`src/rtl/fsm_sw_sequencer_pkg.sv`:
```
// Shared types and constants for the LED-FSM switch sequencer: controller states,
// the auto-demo step table and its last index.
package fsm_sw_sequencer_pkg;

   typedef enum logic [1:0] {
      MANUAL = 2'd0,
      DRIVE  = 2'd1,
      CHECK  = 2'd2
   } ctrl_state_t;

   localparam logic [2:0] LAST_STEP = 3'd5;

   // Demo walk from IDLE: st1, st2, st3, st4, back to st3, then IDLE.
   function automatic logic [2:0] rom_code(input logic [2:0] idx);
      logic [2:0] code;
      case (idx)
         3'd0:    code = 3'b001;
         3'd1:    code = 3'b010;
         3'd2:    code = 3'b100;
         3'd3:    code = 3'b111;
         3'd4:    code = 3'b100;
         default: code = 3'b000;
      endcase
      return code;
   endfunction

endpackage

```
`src/rtl/fsm_sw_sequencer_if.sv`:
```
// Board-side and FSM-side signals of the switch sequencer, plus its controller state.
// Handshake: none; sw_out is a level that the driven FSM samples every clock.
interface fsm_sw_sequencer_if;
   import fsm_sw_sequencer_pkg::*;

   logic [2:0]  sw_raw;
   logic        auto_en;
   logic [2:0]  led_fb;
   logic [2:0]  sw_out;
   logic        busy;
   logic [2:0]  step;
   logic        err;
   ctrl_state_t dbg_state;

   modport master (
      input  sw_raw, auto_en, led_fb,
      output sw_out, busy, step, err, dbg_state
   );

   modport slave (
      output sw_raw, auto_en, led_fb,
      input  sw_out, busy, step, err, dbg_state
   );
endinterface

```
`src/rtl/fsm_sw_sequencer_debounce.sv`:
```
// Two-flop synchronizers for the switches and auto_en, plus a shared-counter
// debouncer that accepts a switch value only after DEB_CYCLES stable cycles.
module sw_debounce #(
   parameter int DEB_CYCLES = 1000,
   parameter int CNT_W      = 27
) (
   input  logic       clk,
   input  logic       rst_n,
   input  logic [2:0] sw_raw,
   input  logic       auto_en,
   output logic [2:0] sw_stable,
   output logic       auto_sync
);

   localparam logic [CNT_W-1:0] DEB_LAST = CNT_W'(DEB_CYCLES - 1);

   logic [2:0]       sw_s1, sw_s2, stable_q;
   logic             au_s1, au_s2;
   logic [CNT_W-1:0] cnt;

   always_ff @(posedge clk or negedge rst_n) begin
      if (!rst_n) begin
         sw_s1    <= 3'b000;
         sw_s2    <= 3'b000;
         au_s1    <= 1'b0;
         au_s2    <= 1'b0;
         stable_q <= 3'b000;
         cnt      <= '0;
      end else begin
         sw_s1 <= sw_raw;
         sw_s2 <= sw_s1;
         au_s1 <= auto_en;
         au_s2 <= au_s1;
         // sw_s1 != sw_s2 means the synced value changes next cycle, so the run restarts.
         if (sw_s2 == stable_q) begin
            cnt <= '0;
         end else if (cnt == DEB_LAST) begin
            stable_q <= sw_s2;
            cnt      <= '0;
         end else if (sw_s1 != sw_s2) begin
            cnt <= '0;
         end else begin
            cnt <= cnt + 1'b1;
         end
      end
   end

   assign sw_stable = stable_q;
   assign auto_sync = au_s2;

endmodule

```
`src/rtl/fsm_sw_sequencer.sv`:
```
// Drives the LED FSM switch code from debounced board switches (MANUAL) or from a
// looping demo table (AUTO), checking the FSM's LED feedback after every demo step.
module fsm_sw_sequencer
   import fsm_sw_sequencer_pkg::*;
#(
   parameter int DEB_CYCLES   = 1000,
   parameter int DWELL_CYCLES = 100_000_000,
   parameter int CNT_W        = 27
) (
   input  logic                 clk,
   input  logic                 rst_n,
   fsm_sw_sequencer_if.master   bus
);

   localparam logic [CNT_W-1:0] DWELL_LAST = CNT_W'(DWELL_CYCLES - 1);

   logic [2:0]       sw_stable;
   logic             auto_sync, auto_prev, auto_rise, abort;
   ctrl_state_t      state, state_n;
   logic [2:0]       step, step_n, snap, snap_n, sw_out_q, sw_out_n;
   logic [CNT_W-1:0] cnt, cnt_n;
   logic             err, err_n, busy_q;

   sw_debounce #(
      .DEB_CYCLES (DEB_CYCLES),
      .CNT_W      (CNT_W)
   ) u_debounce (
      .clk       (clk),
      .rst_n     (rst_n),
      .sw_raw    (bus.sw_raw),
      .auto_en   (bus.auto_en),
      .sw_stable (sw_stable),
      .auto_sync (auto_sync)
   );

   assign auto_rise = auto_sync & ~auto_prev;
   assign abort     = ~auto_sync | (sw_stable != snap);

   always_ff @(posedge clk or negedge rst_n) begin
      if (!rst_n) begin
         state     <= MANUAL;
         step      <= 3'd0;
         cnt       <= '0;
         snap      <= 3'b000;
         err       <= 1'b0;
         sw_out_q  <= 3'b000;
         busy_q    <= 1'b0;
         auto_prev <= 1'b0;
      end else begin
         state     <= state_n;
         step      <= step_n;
         cnt       <= cnt_n;
         snap      <= snap_n;
         err       <= err_n;
         sw_out_q  <= sw_out_n;
         busy_q    <= (state_n != MANUAL);
         auto_prev <= auto_sync;
      end
   end

   always_comb begin
      state_n  = state;
      step_n   = step;
      cnt_n    = cnt;
      snap_n   = snap;
      err_n    = err;
      sw_out_n = sw_out_q;
      case (state)
         MANUAL: begin
            sw_out_n = sw_stable;
            step_n   = 3'd0;
            cnt_n    = '0;
            if (auto_rise) begin
               snap_n  = sw_stable;
               err_n   = 1'b0;
               state_n = DRIVE;
            end
         end
         DRIVE: begin
            if (abort) begin
               state_n = MANUAL;
               step_n  = 3'd0;
               cnt_n   = '0;
            end else begin
               sw_out_n = rom_code(step);
               if (cnt != {CNT_W{1'b1}}) cnt_n = cnt + 1'b1;
               if (cnt == DWELL_LAST) state_n = CHECK;
            end
         end
         CHECK: begin
            // Abort outranks the LED comparison made in this same cycle.
            if (abort) begin
               state_n = MANUAL;
               step_n  = 3'd0;
               cnt_n   = '0;
            end else if (bus.led_fb != rom_code(step)) begin
               err_n   = 1'b1;
               state_n = MANUAL;
               step_n  = 3'd0;
               cnt_n   = '0;
            end else begin
               cnt_n   = '0;
               state_n = DRIVE;
               step_n  = (step == LAST_STEP) ? 3'd0 : step + 3'd1;
            end
         end
         default: state_n = MANUAL;
      endcase
      // Leaving AUTO hands the FSM the debounced switches on the very next cycle.
      if (state_n == MANUAL) sw_out_n = sw_stable;
   end

   assign bus.sw_out    = sw_out_q;
   assign bus.busy      = busy_q;
   assign bus.step      = step;
   assign bus.err       = err;
   assign bus.dbg_state = state;

endmodule

```
`src/flat_wrapper.sv`:
```
// flat-port wrapper written by rule: the top's interface ports become plain ports
module fsm_sw_sequencer_flat import fsm_sw_sequencer_pkg::*;
#(
   parameter int DEB_CYCLES   = 1000,
   parameter int DWELL_CYCLES = 100_000_000,
   parameter int CNT_W        = 27
)
  (clk, rst_n, bus_sw_raw, bus_auto_en, bus_led_fb, bus_sw_out, bus_busy, bus_step, bus_err, bus_dbg_state);
  fsm_sw_sequencer_if bus_i ();
  input  logic clk;
  input  logic rst_n;
  input wire logic [$bits(bus_i.sw_raw)-1:0] bus_sw_raw;
  input wire logic [$bits(bus_i.auto_en)-1:0] bus_auto_en;
  input wire logic [$bits(bus_i.led_fb)-1:0] bus_led_fb;
  output wire logic [$bits(bus_i.sw_out)-1:0] bus_sw_out;
  output wire logic [$bits(bus_i.busy)-1:0] bus_busy;
  output wire logic [$bits(bus_i.step)-1:0] bus_step;
  output wire logic [$bits(bus_i.err)-1:0] bus_err;
  output wire logic [$bits(bus_i.dbg_state)-1:0] bus_dbg_state;
  assign bus_i.sw_raw = bus_sw_raw;
  assign bus_i.auto_en = bus_auto_en;
  assign bus_i.led_fb = bus_led_fb;
  assign bus_sw_out = bus_i.sw_out;
  assign bus_busy = bus_i.busy;
  assign bus_step = bus_i.step;
  assign bus_err = bus_i.err;
  assign bus_dbg_state = bus_i.dbg_state;
  fsm_sw_sequencer #(.DEB_CYCLES(DEB_CYCLES), .DWELL_CYCLES(DWELL_CYCLES), .CNT_W(CNT_W)) u_core (.clk(clk), .rst_n(rst_n), .bus(bus_i));
endmodule
```
`config.mk`:
```
export PLATFORM = sky130hd
export DESIGN_NAME = fsm_sw_sequencer_flat
export DESIGN_NICKNAME = d
export VERILOG_FILES = /design/src/rtl/fsm_sw_sequencer_pkg.sv /design/src/rtl/fsm_sw_sequencer_if.sv /design/src/rtl/fsm_sw_sequencer_debounce.sv /design/src/rtl/fsm_sw_sequencer.sv /design/src/flat_wrapper.sv
export SDC_FILE = /design/constraint.sdc
export NUM_CORES = 1
export LEC_CHECK = 0
export ABC_AREA = 0
export CAP_MARGIN = 40
export CORE_AREA = 2 2 89 91
export CTS_CLUSTER_DIAMETER = 120
export CTS_CLUSTER_SIZE = 24
export DETAILED_ROUTE_END_ITERATION = 10
export DIE_AREA = 0 0 91 93
export GPL_TIMING_DRIVEN = 0
export PLACE_DENSITY = 0.77
export RECOVER_POWER = 25
export REMOVE_ABC_BUFFERS = 1
export SETUP_SLACK_MARGIN = 0.02
export SYNTH_ARGS = -nofsm -noshare
export SYNTH_HDL_FRONTEND = slang
export SYNTH_HIERARCHICAL = 1
export SYNTH_SLANG_ARGS = --single-unit
```
`constraint.sdc`:
```
create_clock -name clk -period 2.2 [get_ports clk]
set_input_delay 0.44 -clock clk [delete_from_list [all_inputs] [get_ports clk]]
set_output_delay 0.44 -clock clk [all_outputs]
set_load 0.02 [all_outputs]
```
==> impl_metrics.ini <==
[floorplan]
start_util_pct = 55.3
die_height_um = 93
rows = 32
io_pins = 19
core-area_um2 = 7530
dieArea_um2 = 8460
die_w_um = 91

[route]
vias_per_cell = 6.32
vias = 3560
drtIter0Drc = 293
totalWireLength_um = 9290
drc = 0
firstDrtPassIters = 5
postRouteAntennaNets = 0
post_drt_wl_per_cell_um = 16.5

[sta]
max_slew_margin_pct = 11.8
layout_min_cycle_time_ps = 2160
slew_viol_final = 0
tightestPinTransition_ps = 1320
fin_tns_setup_ps = 0
setup_viol = 0
max_freq_mhz = 463
finClkSkew_ps = 8.32
timing.final.crit_share_pct = 98.1
hold_viol_final = 0

[cells_and_area]
fill_cells = 636
nNetsFinal = 468
utilization_pct = 63.3
drive_gt1_share_pct = 13.2
n_antenna_cell = 0
stdcell_count = 563
area_delta_synth_final_pct = 14.4

[yosys]
synth-edff-count = 0
synthXorXnorAreaFrac_pct = 4.21
synth-main-ff-cell = dfrtp_1
synth_top_family_by_area = simple AND/OR/NAND/NOR gates
synth_mux_area_share_pct = 2.43
yosys.area_share.simple_pct = 23.9
ys_seq_area_share_pct = 47.5
syn_area_um2 = 4170
ys_types = 53
synth_compound_area_share_pct = 17.7
syn_area_per_cell_um2 = 9.64
synth_fa_ha_area_share_pct = 0.901
netlist_instances = 432
async_flop_share_pct = 100
yosysWarnings = 6
ys_seq_elements = 79

[clock_network]
h-tree-depth = 3
cts_root_buf = clkbuf_8
clk_transition_reported_paths_ps = 80
clockBufferDepth = 2
clock_latency_ps = 350
clock-sinks = 79
cts_tree = built
numCtsBuffers = 9

[power_and_ir_drop]
p_seq_share_pct = 56.2
power_density_nw_per_um2 = 553
p_sw_w = 0.000654
leakage_nw = 1.89
power_frac_clock_pct = 37.0
switching_share_pct = 24.8
intPower_w = 0.00198
ir_drop_mv = 0.412
comb_power_share_pct = 6.8
p_total_w = 0.00263

[worst_setup_path]
reg2reg_setup_slack_ps = 40
worstSetupPathType = flip-flop to flip-flop
crit_arrival_ps = 2400
critPathCaptureType = flip-flop
start_kind = flip-flop
path_max_fanout = 7
cp.required_ps = 2440

[placed_design]
dp_hpwl_um = 5950
io_buffers = 18
dp.cells = 537
gp_congestion = 0.860

[hold_path]
hold_class = flip-flop to flip-flop

[global_routing]
grt_pass1_vias = 3359
antenna_found_initial = 0
grt_max_degree = 59
grt_pass1_wl_um = 15900
track_usage_pct = 23.2
grt_overflow = 0

[job]
maxCapViolations = 0

[status]
outcome = finished, final reports clean
==> critical path, cell delays in order, from the launching register on <==
cell and delay [ps]:
dfrtp_1 450, or4_1 560, or4_4 500, nor2_4 180, mux2_2 360
==> flip-flops by register name (all words and copies together), names as in the netlist <==
name and cells:
u_core/auto_prev 1, u_core/bus.busy 1, u_core/bus.dbg_state 2, u_core/bus.err 1
u_core/bus.step 3, u_core/bus.sw_out 3, u_core/cnt 27, u_core/snap 3
u_core/u_debounce/au_s1 1, u_core/u_debounce/auto_sync 1, u_core/u_debounce/cnt 27, u_core/u_debounce/sw_s1 3
u_core/u_debounce/sw_s2 3, u_core/u_debounce/sw_stable 3
==> power by group through the flow <==
stage | Combinational [W] | Clock, W | Sequential [W]
after floorplan | 0.0000642 | 0 | 0.00151
after global placement | 0.000146 | 0 | 0.00151
after detailed placement | 0.000158 | 0 | 0.00151
after CTS | 0.000169 | 0.00100 | 0.00148
after global routing | 0.000197 | 0.00106 | 0.00148
final | 0.000179 | 0.000974 | 0.00148
==> cell usage in the layout, fill, tap and decap left out, types with 4 or more instances in the layout <==
cell type / n
dfrtp_1: 79
nand2_1: 38
o21ai_0: 31
nor2_1: 29
a21oi_1: 23
o31ai_1: 23
nand3_1: 21
or4_1: 16
nand4_1: 15
clkdlybuf4s50_1: 13
clkbuf_8: 10
inv_1: 10
xnor2_1: 10
and3_1: 9
mux2_2: 9
xor2_1: 8
a31oi_1: 8
buf_4: 7
and2_1: 6
nor4_1: 6
and4_1: 6
or3_1: 6
dlygate4sd3_1: 5
nor3_1: 5
a41oi_1: 4
==> routing by layer <==
metal  track usage [%]  wire (um)  vias up
met3              3.22        446       18
li1                  -          -     1689
met5                 0          0        -
met1              33.2       4350     1753
met2              34.8       4270      100
met4              11.7        221        0
==> synthesized netlist by cell type, types with 2 or more instances <==
cell type	number	area (um2)
nor3_1	6	30.0
mux2_2	9	101
xor2_1	8	70.1
buf_2	7	35.0
or3_1	6	37.5
ha_1	3	37.5
or4_4	2	22.5
and3b_1	2	17.5
and3_1	9	56.3
nand2_1	40	150
a211oi_1	2	15.0
nor4_1	6	37.5
nor2_1	31	116
a41oi_1	4	35.0
o21ai_1	3	15.0
nand3_1	22	110
dfrtp_1	79	1980
or2_2	2	12.5
a31oi_1	8	50.1
or4_1	17	128
a31o_2	2	17.5
o211ai_1	3	22.5
and4_1	7	61.3
inv_1	10	37.5
o31ai_1	23	173
o21ai_0	31	155
clkbuf_1	6	22.5
xnor2_1	12	105
nor2_2	2	12.5
o41ai_1	2	17.5
and2_1	7	43.8
a21oi_1	23	115
nand4_1	15	93.8
buf_4	4	30.0
==> area by class of cell <==
type	instances	area [um2]	area share, %
multi-input cells	325	2130	44.8
flip-flops and latches	79	1980	41.5
repair buffers	31	312	6.54
clock buffers	12	145	3.05
well taps	102	128	2.68
inverters	10	37.5	0.788
clock inverters	4	30.0	0.630
==> worst paths after layout <==
check	cells past startpoint	from	end
setup reg to reg	4	u_core/u_debounce/cnt[17]$_DFF_PN0_	u_core/u_debounce/sw_stable[2]$_DFFE_PN0P_
hold / removal	0	u_core/u_debounce/au_s1$_DFF_PN0_	u_core/u_debounce/auto_sync$_DFF_PN0_
min in group asynchronous	2	rst_n	u_core/u_debounce/cnt[25]$_DFF_PN0_
max in group asynchronous	3	rst_n	u_core/bus.dbg_state[1]$_DFF_PN0_
hold reg to reg	0	u_core/u_debounce/au_s1$_DFF_PN0_	u_core/u_debounce/auto_sync$_DFF_PN0_
setup / recovery	4	u_core/u_debounce/cnt[17]$_DFF_PN0_	u_core/u_debounce/sw_stable[2]$_DFFE_PN0P_
==> kinds of logic after synthesis <==
| group | after synthesis |
|---|---|
| flip-flops | 79 |
| XOR/XNOR | 20 |
| AND/OR/NAND/NOR | 181 |
| AO/OA/AOI/OAI | 111 |
| multiplexers | 9 |
| buffers and inverters | 29 |
| adder cells (fa/ha/maj) | 3 |
==> per-stage QoR <==
step	worst slack, ps	hold slack [ps]	area [um2]
floorplan	-157	144	4060
global placement	-2090	339	4370
detailed placement	-667	351	4420
CTS	16.6	377	4680
global route	-14.0	378	4760
finish	41.0	367	4760
==> what timing repair did <==
action,in CTS,in global routing
setup buffers,3,5
resized for setup,8,8
gates cloned,1,0
endpoints found under the setup margin,54,53
hold buffers,1,0
pin swaps,3,2
endpoints found under the hold margin,21,0
Note: power is estimated with default switching activity, not from simulation.
